===== src/rtl/prog_loader_pkg.sv =====
// rtl/prog_loader_pkg.sv - shared state encoding and stream framing constants for the program loader
package prog_loader_pkg;

   typedef enum logic [2:0] {
      S_IDLE,
      S_HDR0,
      S_HDR1,
      S_WORD,
      S_WRITE,
      S_CSUM,
      S_DONE,
      S_ERR
   } state_t;

   localparam int HDR_BYTES      = 2;
   localparam int BYTES_PER_WORD = 4;

endpackage


===== src/rtl/prog_loader_packer.sv =====
// rtl/prog_loader_packer.sv - little-endian byte-to-word shift register with byte counter
module prog_loader_packer (
   input  logic        clk,
   input  logic        reset,
   input  logic        shift_en,
   input  logic [7:0]  byte_in,
   input  logic        clr,
   output logic [31:0] word_out,
   output logic        full
);

   logic [1:0]  idx;
   logic [31:0] word_q;

   always_ff @(posedge clk or negedge reset) begin
      if (!reset) begin
         idx    <= '0;
         word_q <= '0;
      end else if (clr) begin
         idx    <= '0;
         word_q <= '0;
      end else if (shift_en) begin
         word_q[{idx, 3'b000} +: 8] <= byte_in;
         idx                        <= idx + 2'd1;
      end
   end

   // word_out already carries the byte being shifted, so the top can latch it on the last transfer
   always_comb begin
      word_out                     = word_q;
      word_out[{idx, 3'b000} +: 8] = byte_in;
   end

   assign full = (idx == 2'd3);

endmodule


===== src/rtl/prog_loader.sv =====
// rtl/prog_loader.sv - streams a length-prefixed program image into instruction memory, then releases the PC
// Optional trailing checksum byte: PROG_LOADER_CHECKSUM_EN
import prog_loader_pkg::*;

module prog_loader #(
   parameter int ADDR_W    = 9,
   parameter int MAX_WORDS = 128
) (
   input  logic              clk,
   input  logic              reset,
   input  logic              start,
   input  logic              in_valid,
   input  logic [7:0]        in_data,
   output logic              in_ready,
   output logic              we0,
   output logic [ADDR_W-1:0] wr_addr0,
   output logic [31:0]       wr_din0,
   output logic              resetpc,
   output logic              busy,
   output logic              error
);

   localparam logic [15:0] MAX_N = 16'(MAX_WORDS);

   state_t      state;
   logic [15:0] n_words;
   logic [15:0] word_idx;
   logic        xfer;
   logic        pk_shift;
   logic        pk_clr;
   logic        pk_full;
   logic [31:0] pk_word;

   assign xfer     = in_valid && in_ready;
   assign pk_shift = xfer && (state == S_WORD);
   assign pk_clr   = xfer && (state == S_HDR1);

   prog_loader_packer u_packer (
      .clk      (clk),
      .reset    (reset),
      .shift_en (pk_shift),
      .byte_in  (in_data),
      .clr      (pk_clr),
      .word_out (pk_word),
      .full     (pk_full)
   );

`ifdef PROG_LOADER_CHECKSUM_EN
   logic [7:0] csum;

   always_ff @(posedge clk or negedge reset) begin
      if (!reset) begin
         csum <= '0;
      end else if (state == S_HDR1) begin
         csum <= '0;
      end else if (pk_shift) begin
         csum <= csum + in_data;
      end
   end
`endif

   always_ff @(posedge clk or negedge reset) begin
      if (!reset) begin
         state    <= S_IDLE;
         we0      <= 1'b0;
         wr_addr0 <= '0;
         wr_din0  <= '0;
         resetpc  <= 1'b0;
         busy     <= 1'b0;
         error    <= 1'b0;
         in_ready <= 1'b0;
         n_words  <= '0;
         word_idx <= '0;
      end else begin
         we0 <= 1'b0;
         case (state)
            S_IDLE, S_DONE, S_ERR: begin
               if (state == S_DONE) resetpc <= 1'b1;
               if (start) begin
                  state    <= S_HDR0;
                  in_ready <= 1'b1;
                  busy     <= 1'b1;
                  error    <= 1'b0;
                  resetpc  <= 1'b0;
               end
            end
            S_HDR0: begin
               if (xfer) begin
                  n_words[7:0] <= in_data;
                  state        <= S_HDR1;
               end
            end
            S_HDR1: begin
               if (xfer) begin
                  n_words[15:8] <= in_data;
                  word_idx      <= '0;
                  if ({in_data, n_words[7:0]} == 16'd0) begin
                     state    <= S_DONE;
                     in_ready <= 1'b0;
                     busy     <= 1'b0;
                  end else if ({in_data, n_words[7:0]} > MAX_N) begin
                     state    <= S_ERR;
                     in_ready <= 1'b0;
                     busy     <= 1'b0;
                     error    <= 1'b1;
                  end else begin
                     state <= S_WORD;
                  end
               end
            end
            S_WORD: begin
               if (xfer && pk_full) begin
                  state    <= S_WRITE;
                  in_ready <= 1'b0;
                  we0      <= 1'b1;
                  wr_addr0 <= {word_idx[ADDR_W-3:0], 2'b00};
                  wr_din0  <= pk_word;
               end
            end
            S_WRITE: begin
               word_idx <= word_idx + 16'd1;
               in_ready <= 1'b1;
               if (word_idx + 16'd1 == n_words) begin
`ifdef PROG_LOADER_CHECKSUM_EN
                  state <= S_CSUM;
`else
                  state    <= S_DONE;
                  in_ready <= 1'b0;
                  busy     <= 1'b0;
`endif
               end else begin
                  state <= S_WORD;
               end
            end
`ifdef PROG_LOADER_CHECKSUM_EN
            S_CSUM: begin
               if (xfer) begin
                  in_ready <= 1'b0;
                  busy     <= 1'b0;
                  if (in_data == csum) begin
                     state <= S_DONE;
                  end else begin
                     state <= S_ERR;
                     error <= 1'b1;
                  end
               end
            end
`endif
            default: begin
               state <= S_IDLE;
            end
         endcase
      end
   end

endmodule


===== config.mk =====
export PLATFORM = sky130hd
export DESIGN_NAME = prog_loader
export DESIGN_NICKNAME = d
export VERILOG_FILES = /design/src/rtl/prog_loader_pkg.sv /design/src/rtl/prog_loader_packer.sv /design/src/rtl/prog_loader.sv
export SDC_FILE = /design/constraint.sdc
export NUM_CORES = 1
export LEC_CHECK = 0
export CORE_ASPECT_RATIO = 0.9
export CORE_MARGIN = 4
export CORE_UTILIZATION = 58
export CTS_CLUSTER_SIZE = 12
export DETAILED_ROUTE_END_ITERATION = 6
export PLACE_DENSITY = 0.81
export SYNTH_ARGS = -nofsm -noshare
export SYNTH_HDL_FRONTEND = slang
export SYNTH_HIERARCHICAL = 1
export SYNTH_SLANG_ARGS = --single-unit

===== constraint.sdc =====
create_clock -name clk -period 3.06 [get_ports clk]
set_clock_uncertainty 0.15 [all_clocks]
set_input_delay 0.612 -clock clk [delete_from_list [all_inputs] [get_ports clk]]
set_output_delay 0.612 -clock clk [all_outputs]
set_load 0.05 [all_outputs]

==> flow_summary.toml <==
[status]
status = "finished clean"

[die]
die_area_sq_mm = 0.0120
ios = 58
start_util_pct = 60.6
coreArea_sq_mm = 0.00987
die_x_um = 115
die_y_um = 104
num_rows = 34

[power_and_ir_drop]
p_per_area_mw_per_mm2 = 893
ir_drop_mv = 0.542
p_sw_share_pct = 35.7
intPower_mw = 4.20
p_total_mw = 6.54
seq_power_share_pct = 33.9
clock_power_share_pct = 33.5
p_switching_mw = 2.33
combPwrFrac_pct = 32.7
p_leak_nw = 3.22

[sta]
fin_crit_ps = 2900
worst_slack_ps = 164
setup_viol = 0
rsz0062_at_grt = "false"
period_share_pct = 94.6
tns_ps = 0
worst_slew_pin_slew_ps = 967
maxSlewHeadroom_pct = 35.3
holdWs_ps = 91.9
hold_violations = 0
fmax_mhz = 345
finalMaxSlewViolations = 0

[clock_tree]
ctsHtreeMaxLevel = 4
cts_buffers = 17
clk_path_buf_depth = 2
cts.sinks = 113
insertion_delay_ps = 410
clockRootBuffer = "clkbuf_16"
cts_tree = "done"
clk_pin_slew_ps = 50

[worst_hold_path]
hold_path.class = "in -> async"

[place]
placed_cell_area_sq_mm = 0.00663
port-buffer-count = 55
pre_cts_ws_ps = 78.6
gp_congestion = 0.962
dp_cells = 701
hpwl_mm = 9.52

[finish]
final_util_pct = 74.2
drive_gt1_share_pct = 23.8
antenna_cells = 0
area_growth_pct = 22.4
fin_cells = 735
nets = 615
fillers = 651
design_area_sq_mm = 0.00732

[synthesis]
netlist_top_cells_area = "dfrtp_1 47%, mux2_2 10%, a22o_2 2.5%, o2bb2ai_1 2.3%, a21oi_1 2.2%"
seq_area_frac_synth_pct = 47.3
synth.avg_cell_area_sq_um = 11.2
synth-edff-count = 0
synthFlopType = "dfrtp_1"
netlist_area_sq_mm = 0.00598
yosysTopAreaCellShare_pct = 47.3
syn_inst = 536
yosysWarnings = 6
async_flop_share_pct = 100
yosys.area.top_type = "dfrtp_1"
ys_ff_latch = 113
ys_types = 68

[global_route]
grt_pass1_vias = 4596
grt_use_total_pct = 25.5
antenna_found_initial = 0
grt_max_degree = 114
grt_pass1_wl_mm = 24.1
grt.overflow.total = 0

[worst_setup_path]
path_max_fanout = 6
rr_startpoint = "word_idx[1]"
startpoint_type = "flip-flop"
required_ps = 3210
cp-end-kind = "flip-flop"
cp_data_arrival_time_ps = 3040
setup.worst_path.start = "word_idx[1]"
path_class = "reg -> reg"

[routing]
drt-total-wl_mm = 14.4
avgRoutedWirePerCell_um = 19.6
drt_first_pass_iters = 5
drc = 0
vias_per_cell = 6.44
dr_total_vias = 4730
postRouteAntennaNets = 0
drt_iter0_drc = 425

[job]
cap_viol_max_count = 0
cells by family (layout without fill, tap and decap cells):
logic type / count (synthesis) / in the layout / share of synthesized area [%]
AOI/OAI and AO/OA: 148 / 148 / 18.8
and+or+nand+nor: 130 / 130 / 13.0
xor gates and xnor gates: 19 / 19 / 2.78
DFF: 113 / 113 / 47.3
buffers and inverters: 60 / 132 / 5.79
adders and majority gates: 7 / 7 / 1.46
other: 1 / 2 / 0.0627
muxes: 58 / 58 / 10.9
synth_stat cells, types with 4 or more instances:
cell / n
a21oi_1: 26
a21oi_2: 4
a22o_1: 13
a22o_2: 15
a2bb2o_1: 4
a31oi_1: 5
a32o_1: 10
and2_1: 5
and4bb_1: 4
buf_2: 7
buf_4: 6
buf_6: 10
clkbuf_1: 12
dfrtp_1: 113
ha_1: 7
inv_1: 23
mux2_2: 55
nand2_1: 30
nand2b_1: 4
nand3_1: 9
nand3b_1: 7
nand4_1: 6
nor2_1: 24
nor3_1: 9
o21ai_0: 26
o2bb2ai_1: 16
o31ai_1: 6
o32ai_1: 4
xnor2_1: 14
xor2_1: 5
layout make-up:
| class | instances | area [sq um] | area share (%) |
|---|---|---|---|
| flip-flops and latches | 113 | 2830 | 38.6 |
| repair buffers | 76 | 743 | 10.2 |
| well taps | 126 | 158 | 2.15 |
| clock buffers | 19 | 453 | 6.19 |
| clock inverters | 13 | 209 | 2.85 |
| inverters | 24 | 95.1 | 1.30 |
| multi-input cells | 364 | 2830 | 38.7 |
layer usage:
| metal | routed length [um] | track usage [%] |
|---|---|---|
| met4 | 242 | 7.46 |
| met2 | 6620 | 36.7 |
| met3 | 1050 | 7.80 |
| met5 | 0 | 0 |
| met1 | 6470 | 37.1 |
cell usage in the layout (no fill, tap or decap), types with 13 or more instances in the layout:
cell type,synthesis,final
dfrtp_1,113,113
mux2_2,55,55
clkdlybuf4s50_1,0,54
nand2_1,30,30
a21oi_1,26,26
o21ai_0,26,26
nor2_1,24,24
inv_1,23,23
buf_4,6,19
clkbuf_16,0,17
o2bb2ai_1,16,16
a22o_2,15,15
xnor2_1,14,14
a22o_1,13,13
power by group through the flow:
stage / combinational (mW) / clock (mW) / sequential, mW
floorplan: 1.45 / 0 / 2.30
global placement: 2.03 / 0 / 2.21
detailed placement: 2.09 / 0 / 2.22
CTS: 2.12 / 2.21 / 2.20
global route: 2.32 / 2.29 / 2.27
finish: 2.13 / 2.19 / 2.21
sequential cells by signal, summed over array words and instances, names as in the netlist:
signal           flops
u_packer/word_q     32
wr_din0             32
n_words             16
word_idx            16
wr_addr0             7
state                3
u_packer/idx         2
busy                 1
error                1
in_ready             1
resetpc              1
we0                  1
worst paths after layout:
path | endpoint | slack, ps | cells after the start
worst min register to register | u_packer/word_q[9] | 340 | 1
worst max-delay path | busy | 160 | 8
max in group asynchronous | u_packer/word_q[24] | 2190 | 2
worst min-delay path | wr_din0[18] | 90 | 2
min in group clk | u_packer/word_q[9] | 340 | 1
worst max register to register | busy | 160 | 8
what timing repair did:
action	in CTS	in global routing
setup buffers	0	2
hold buffers	0	0
endpoints found under the hold margin	0	0
setup endpoints to repair	0	3
gates resized for setup	0	3
worst max-delay path, stage by stage (launching register included):
cell and delay, ps:
dfrtp_1 400, ha_2 220, and3_4 170, or3b_1 360
a31oi_2 210, nor4b_2 230, o2111ai_1 150, or4_4 570
o31a_1 300
No activity file was read; power rests on OpenSTA's default activity.
